$ cat config.mk
export PLATFORM = sky130hd
export DESIGN_NAME = qtr_sense
export DESIGN_NICKNAME = d
export VERILOG_FILES = /design/src/rtl/qtr_sense.sv
export SDC_FILE = /design/constraint.sdc
export NUM_CORES = 1
export LEC_CHECK = 0
export ABC_CLOCK_PERIOD_IN_PS = 2000
export CORE_MARGIN = 2
export CORE_UTILIZATION = 50
export CTS_BUF_LIST = sky130_fd_sc_hd__clkbuf_16
export DETAILED_ROUTE_END_ITERATION = 8
export PLACE_DENSITY = 0.79
export SLEW_MARGIN = 20
export SYNTH_ARGS = -nofsm -noshare
export SYNTH_HDL_FRONTEND = slang
export SYNTH_SLANG_ARGS = --single-unit
$ cat constraint.sdc
create_clock -name hba_clk -period 2 [get_ports hba_clk]
set_clock_uncertainty 0.05 [all_clocks]
set_input_delay 0.4 -clock hba_clk [delete_from_list [all_inputs] [get_ports hba_clk]]
set_output_delay 0.4 -clock hba_clk [all_outputs]
set_load 0.03 [all_outputs]
$ cat src/rtl/qtr_sense.sv
// qtr_sense: QTR RC reflectance sensor timer (charge, release, time discharge in ticks).
module qtr_sense #(
    parameter int CLK_FREQUENCY = 60_000_000,
    parameter int CHARGE_US = 10,
    parameter int TICK_US = 10
) (
    input  logic       hba_clk,
    input  logic       hba_reset,
    input  logic       en,
    output logic [7:0] value,
    output logic       valid,
    output logic       qtr_out_en,
    output logic       qtr_out_sig,
    input  logic       qtr_in_sig,
    output logic       qtr_ctrl
);
    localparam int CHARGE_CYCLES = CLK_FREQUENCY / 1_000_000 * CHARGE_US;
    localparam int TICK_CYCLES = CLK_FREQUENCY / 1_000_000 * TICK_US;
    localparam int CW = $clog2(CHARGE_CYCLES + 1);
    localparam int TW = $clog2(TICK_CYCLES + 1);

    typedef enum logic [1:0] {IDLE, CHARGE, MEASURE, DONE} state_t;

    state_t state, state_nx;
    logic s1, in_s;
    logic [CW-1:0] cyc;
    logic [TW-1:0] tick;
    logic [7:0] cnt;
    logic charge_end, wrap;

    assign charge_end = cyc == CW'(CHARGE_CYCLES - 1);
    assign wrap = tick == TW'(TICK_CYCLES - 1);
    assign qtr_out_en = state == CHARGE;
    assign qtr_out_sig = state == CHARGE;
    assign qtr_ctrl = state == CHARGE || state == MEASURE;
    assign valid = state == DONE;

    always_comb begin
        state_nx = state;
        unique case (state)
            IDLE:    state_nx = en ? CHARGE : IDLE;
            CHARGE:  state_nx = charge_end ? MEASURE : CHARGE;
            MEASURE: state_nx = (!in_s || (wrap && cnt == 8'hff)) ? DONE : MEASURE;
            default: state_nx = IDLE;
        endcase
    end

    // Synchronizer idles high so a fresh reset never looks like an early discharge.
    always_ff @(posedge hba_clk or posedge hba_reset) begin
        if (hba_reset) begin
            state <= IDLE;
            s1 <= 1'b1;
            in_s <= 1'b1;
            cyc <= '0;
            tick <= '0;
            cnt <= '0;
            value <= '0;
        end else begin
            state <= state_nx;
            s1 <= qtr_in_sig;
            in_s <= s1;
            cyc <= state == CHARGE ? cyc + CW'(1) : '0;
            tick <= (state == MEASURE && !wrap) ? tick + TW'(1) : '0;
            cnt <= state == MEASURE ? cnt + 8'(wrap && cnt != 8'hff) : '0;
            if (state == MEASURE && state_nx == DONE)
                value <= in_s ? 8'hff : cnt;
        end
    end
endmodule

==> summary.md, run 1 <==
| Metric | Value |
|---|---|
| Share of cells above drive strength 1 | 23.4% |
| Vias | 1334 |
| Max_slew headroom | 67.1% |
| HPWL after DPL | 2.59 mm |
| Num CTS Buffers | 5 |
| # port buffers | 15 |
| Routed Wire Length | 3.66 mm |
| Initial Util | 51.7% |
| Pleak | 1.17 nW |
| Top Family by Delay on Critical Path | simple AND/OR/NAND/NOR gates |
| GRT Util Overall | 20.3% |
| Skew-Pair Late Insertion Delay | 280 ps |
| Top cells by instance count after synthesis | dfrtp_1, nand3_1, and2_1, xor2_1, nor2_1 |
| Async set or reset register ratio after synthesis | 100% |
| Ant diodes | 0 |
| H-tree depth | 2 |
| CP Capture Type | register |
| Reg2reg end | cnt[6] |
| Top_reg_cell synth | dfrtp_1 |
| Kind of critical path | register to register |
| Worst r2r src | tick[1] |
| CP max FO | 2 |
| Syn_nets | 175 |
| Period utilization | 99.8% |
| Via density | 5.27 |
| Setup TNS | 0 ps |
| DRT iter0 DRCs | 88 |
| Worst hold start | s1 |
| DP Worst Slack | -43.8 ps |
| Die H | 65.3 um |
| Max IR drop VDD | 0.000419 V |
| CP most frequent cell | ha_4 |
| Pin count of the biggest net entering global routing | 41 |
| Net Sw Power | 0.000305 W |
| Fin crit period | 2000 ps |
| Yosys top cell by area | dfrtp_1 |
| Die Area | 0.00426 sq mm |
| Post-synthesis sequential area ratio | 53.4% |
| Max frequency | 501 MHz |
| Critical Path RT | 2120 ps |
| Crit path buf inv count | 0 |
| CTS Buffer Depth | 2 |
| Number of iterations in the first detailed-routing pass | 4 |
| Final Hold Viols | 0 |
| Combinational Power Share | 1.6% |
| Status | finished clean |
| Sw frac | 19.3% |
| Part of the power in registers | 51.7% |
| Power density over cell area | 641 mW/mm^2 |
| Hold Crit Depth | 0 |
| Synth warnings | 0 |
| Synthesized cell area | 0.00188 sq mm |
| CP max stage delay | 390 ps |
| Placed cell areas | 0.00225 sq mm |
| Setup crit start kind | register |
| Total grt overflow | 0 |
| Core area | 0.00363 sq mm |
| Cell area after layout | 0.00246 sq mm |
| Setup ws final | 3.81 ps |
| Nets | 216 |
| P_int | 0.00127 W |
| WP data arrival | 2120 ps |
| Fill count | 283 |
| Reg2reg path depth | 10 |
| Share of total power in the clock network | 46.7% |
| GPL Wtd Cong | 0.868 |
| Syn-to-layout area delta | 30.8% |
| Avg WL per Cell | 14.5 um |
| Worst path cell trace | ha_4 -> and3b_1 -> nand4b_4 -> nor2_2 -> ha_2 -> ha_4 -> and3_4 -> nand3_2 -> xnor2_1 -> and2_1 |
| Post-synthesis cell type count | 35 |
| Max Slew Vio Count | 0 |
| Critical Path Start | tick[1] |
| Root Driver | clkbuf_16 |
| Vias in the first global route | 1354 |
| CTS tree | done |
| Routed Antenna Nets | 0 |
| # DRC | 0 |
| Die Span X | 65.3 um |
| Hold Crit Class | register to register |
| WHS Endpoint | in_s |
| Max Cap Violations | 0 |
| Clock Sink Count | 40 |
| Worst-Margin Slew | 493 ps |
| Post-synth EDFFs | 0 |
| Largest cells by area after synthesis | dfrtp_1, xor2_1, and2_1 |
| Worst-path clk slew | 60 ps |
| Unrepaired setup endpoints after global routing | true |
| Post-Layout Cell Count | 253 |
| Synth Area per Inst | 11.5 sq um |
| R2r setup slk | 4 ps |
| Wire length of the first global-routing pass | 6.35 mm |
| Setup violations, final | 0 |
| Yosys top cell area share | 50.6% |
| #FFs+latches synth | 40 |
| Placed insts | 240 |
| Site row count | 22 |
| Count leader, synth | dfrtp_1 |
| Initial antenna violation count | 0 |
| I/O pin cnt | 16 |
| Slowest CP cell | dfrtp_1 |
| Synth Instances | 163 |
layout make-up:
cell class,instances,area (sq um),area share (%)
clock buffer,5,125,5.09
clock inverter,3,12.5,0.509
inverter,3,11.3,0.458
multi-input combinational,116,928,37.8
sequential,40,1000,40.8
tap,48,60.1,2.44
timing repair buffer,38,318,12.9
power groups by stage:
stage	combinational, W	clock, W	sequential, W
after detailed placement	0.0000264	0	0.000828
after floorplan	0.0000138	0	0.000828
final	0.0000249	0.000736	0.000814
after global placement	0.0000252	0	0.000828
after global routing	0.0000287	0.000788	0.000814
after CTS	0.0000265	0.000757	0.000814
registers in the layout, indices dropped and copies added, names as in the netlist:
| register | count |
|---|---|
| cnt | 8 |
| in_s | 1 |
| cyc | 10 |
| value | 8 |
| tick | 10 |
| state | 2 |
| s1 | 1 |
routing by layer:
metal / global-route usage (%) / wire length (um) / vias to the layer above
li1: - / - / 644
met1: 26.8 / 1620 / 664
met2: 30.1 / 1840 / 16
met3: 4.62 / 92 / 10
met4: 13.3 / 102 / 0
met5: 0 / 0 / -
through the flow:
stage	total power, W	utilization, %	hold slack [ps]
after floorplan	0.000842	-	295
after global placement	0.000853	61.8	296
after detailed placement	0.000855	61.8	301
after CTS	0.00160	66.0	307
after global routing	0.00163	67.7	304
final	0.00158	67.7	305
worst max path at each step:
stage	endpoint	depth (start not counted)
finish	cnt[6]	10
global route	cnt[6]	10
CTS	cnt[6]	10
detailed placement	cnt[6]	10
global placement	cnt[6]	10
floorplan	cnt[6]	10
what timing repair did:
action	4_1_cts	5_1_grt
pin swaps	2	14
gates resized for setup	5	6
buffers inserted	2	3
setup endpoints to repair	7	12
hold buffers	0	0
cell families (layout without fill, tap and decap cells):
| group | Yosys count | in the layout | share of synthesized area, % |
|---|---|---|---|
| AND/OR/NAND/NOR | 72 | 72 | 22.5 |
| flip-flops | 40 | 40 | 53.4 |
| XOR/XNOR | 21 | 21 | 9.79 |
| AO/OA/AOI/OAI | 15 | 15 | 6.99 |
| adder cells (fa/ha/maj) | 8 | 8 | 5.33 |
| buffers and inverters | 7 | 49 | 2.00 |
worst register-to-register path, delay by kind of cell (launching register included):
family / cells / cell delay [ps]
simple gates: 6 / 840
fa+ha+maj: 3 / 490
flops: 1 / 390
xor+xnor: 1 / 130
layout by cell type (no fill, tap or decap), types with 2 or more instances in the layout:
master           count
nand2_1              3
xnor2_1              8
nand2b_1             2
nor2_1               9
nor2b_1              3
xor2_1              12
ha_1                 4
o22a_1               8
or3_1                2
ha_4                 3
and3_1               6
buf_4               23
inv_1                5
clkbuf_16            5
nand3_1             16
dfrtp_1             38
dfstp_2              2
dlygate4sd2_1        4
clkdlybuf4s50_1     11
and2_1              16
(Power assumes the default switching activity.)
==> run 2, diff against run 1 <==
--- a/config.mk
+++ b/config.mk
@@ -6,6 +6,7 @@
 export NUM_CORES = 1
 export LEC_CHECK = 0
 export ABC_CLOCK_PERIOD_IN_PS = 2000
+export CORE_ASPECT_RATIO = 0.75
 export CORE_MARGIN = 2
 export CORE_UTILIZATION = 50
 export CTS_BUF_LIST = sky130_fd_sc_hd__clkbuf_16
==> run 2 against run 1 <==
Net effect:
- highest routed layer unchanged
- critical endpoint unchanged
- maximum frequency up 1.5%
- hold slack about the same
- sequential share of layout area up 0.36 points
- combinational power about the same
- setup slack better by 30 ps
- first-iteration DRC count down 5.7%
- die area up 0.13%
- register-to-register slack better by 30 ps
- largest cell class unchanged
- clock power up 1%
- flip-flop and latch count unchanged
- global-route usage up 0.22 points
- total power up 0.65%
==> summary.md, run 2 (synthesis results as in run 1) <==
| Metric | Value |
|---|---|
| DRT iter0 DRCs | 83 (was 88) |
| Final hold slack | 305 ps (about the same) |
| Syn-to-layout area delta | 29.7% (was 30.8%) |
| Wire length of the first global-routing pass | 6.40 mm (was 6.35 mm) |
| Via density | 5.33 (was 5.27) |
| Ant diodes | 0 (unchanged) |
| Max_slew headroom | 66.7% (was 67.1%) |
| Fill count | 246 (was 283) |
| Skew-Pair Late Insertion Delay | 280 ps (about the same) |
| Initial Util | 51.7% (about the same) |
| Worst-Margin Slew | 500 ps (was 493 ps) |
| Avg WL per Cell | 15.5 um (was 14.5 um) |
| Share of cells above drive strength 1 | 22.0% (was 23.4%) |
| Placed cell areas | 0.00224 sq mm (was 0.00225 sq mm) |
| Power density over cell area | 651 mW/mm^2 (was 641 mW/mm^2) |
| Largest registers | cyc x10, tick x10 (unchanged) |
| Number of iterations in the first detailed-routing pass | 4 (unchanged) |
| Total grt overflow | 0 (unchanged) |
| Critical Path RT | 2130 ps (was 2120 ps) |
| Site row count | 19 (was 22) |
| Num CTS Buffers | 5 (unchanged) |
| Max IR drop VDD | 0.000403 V (was 0.000419 V) |
| GRT Util Overall | 20.6% (was 20.3%) |
| # DRC | 0 (unchanged) |
| Worst-path clk slew | 60 ps (about the same) |
| Worst r2r src | tick[1] (unchanged) |
| # port buffers | 15 (unchanged) |
| Slowest CP cell | dfrtp_1 (unchanged) |
| CP most frequent cell | ha_4 (unchanged) |
| I/O pin cnt | 16 (unchanged) |
| Critical Path Start | tick[1] (unchanged) |
| Routed Wire Length | 3.91 mm (was 3.66 mm) |
| Commonest non-fill, non-tap cell in the layout | dfrtp_1 (unchanged) |
| Max frequency | 509 MHz (was 501 MHz) |
| Vias in the first global route | 1344 (was 1354) |
| CP max stage delay | 400 ps (was 390 ps) |
| Die Span X | 74.8 um (was 65.3 um) |
| Die H | 57.1 um (was 65.3 um) |
| Setup crit start kind | register (unchanged) |
| Initial antenna violation count | 0 (unchanged) |
| GPL Wtd Cong | 0.930 (was 0.868) |
| Kind of critical path | register to register (unchanged) |
| Hold Crit Depth | 0 (unchanged) |
| Pin count of the biggest net entering global routing | 41 (unchanged) |
| Worst path cell trace | ha_4 -> and3b_2 -> nand4b_4 -> nor2_2 -> ha_4 -> ha_4 -> and3_4 -> nand3_2 -> xnor2_1 -> and2_1 (was ha_4 -> and3b_1 -> nand4b_4 -> nor2_2 -> ha_2 -> ha_4 -> and3_4 -> nand3_2 -> xnor2_1 -> and2_1) |
| Vias | 1343 (was 1334) |
| Setup violations, final | 0 (unchanged) |
| Cts hold-fix bufs | 0 (unchanged) |
| Root Driver | clkbuf_16 (unchanged) |
| Clock Sink Count | 40 (unchanged) |
| Storage element area | 0.00100 sq mm (unchanged) |
| Commonest cells after routing, fill and taps aside | dfrtp_1, buf_4, nand3_1, and2_1, xor2_1 (unchanged) |
| Hold Crit Class | register to register (unchanged) |
| Worst hold start | s1 (unchanged) |
| Period utilization | 98.3% (was 99.8%) |
| Routed Antenna Nets | 0 (unchanged) |
| Cell area after layout | 0.00244 sq mm (was 0.00246 sq mm) |
| H-tree depth | 2 (unchanged) |
| Status | finished clean (unchanged) |
| CP Capture Type | register (unchanged) |
| CTS Buffer Depth | 2 (unchanged) |
| HPWL after DPL | 2.70 mm (was 2.59 mm) |
| Setup TNS | 0 ps (unchanged) |
| WP data arrival | 2090 ps (was 2120 ps) |
| Final Hold Viols | 0 (unchanged) |
| Max Slew Vio Count | 0 (unchanged) |
| Pleak | 1.15 nW (was 1.17 nW) |
| Nets | 211 (was 216) |
| CTS tree | done (unchanged) |
| Reg2reg path depth | 10 (unchanged) |
| Multi-input combinational cell area | 935 sq um (was 928 sq um) |
| Die Area | 0.00427 sq mm (was 0.00426 sq mm) |
| Core area | 0.00364 sq mm (was 0.00363 sq mm) |
| Max Cap Violations | 0 (unchanged) |
| Unrepaired setup endpoints after global routing | true (unchanged) |
| CP max FO | 2 (unchanged) |
| Fin crit period | 1970 ps (was 2000 ps) |
run 2: power by group:
group	switching, W	total, W	internal, W
sequential	0.000000968	0.000814	0.000813
combinational	0.0000173	0.0000250	0.00000771
clock	0.000297	0.000746	0.000450
total	0.000315	0.00159	0.00127
run 2: critical path, delay by kind of cell (launching register included):
kind | cells | cell delay [ps]
adders and majority gates | 3 | 440
and+or+nand+nor | 6 | 850
DFF | 1 | 400
xor gates and xnor gates | 1 | 130
run 2: path summary, 6_finish.rpt:
kind	endpoint	slack [ps]
min in group asynchronous	cyc[2]	490
max in group asynchronous	s1	1040
worst min register to register	in_s	310
worst min-delay path	in_s	310
worst max-delay path	cnt[6]	30
worst max register to register	cnt[6]	30
run 2: timing repair:
| action | CTS | global route |
|---|---|---|
| pin swaps | 1 | 11 |
| buffers inserted | 0 | 2 |
| gates resized for setup | 6 | 9 |
| gates cloned | 0 | 0 |
| endpoints found under the setup margin | 6 | 11 |
run 2: layout make-up:
cell class | instances | area share, %
clock inverter | 3 | 0.513
clock buffer | 5 | 5.13
inverter | 3 | 0.462
multi-input combinational | 116 | 38.3
sequential | 40 | 41.2
tap | 52 | 2.67
timing repair buffer | 33 | 11.7
run 2: metal layers:
| layer | up-vias | wire length, um | GRT usage [%] |
|---|---|---|---|
| met3 | 6 | 227 | 7.60 |
| met5 | - | 0 | 0 |
| met1 | 671 | 1820 | 28.7 |
| met4 | 0 | 50 | 7.14 |
| met2 | 36 | 1810 | 29.7 |
| li1 | 630 | - | - |
run 2: metrics by stage:
stage                     worst slack (ps)  util (%)  std cells  total power, W
after global routing                 -70.1      67.0        252         0.00164
final                                 34.3      67.0        252         0.00159
after CTS                             9.77      65.4        250         0.00161
after floorplan                      -26.6         -        163        0.000842
after detailed placement             -20.0      61.5        242        0.000854
after global placement                42.8      61.5        242        0.000854
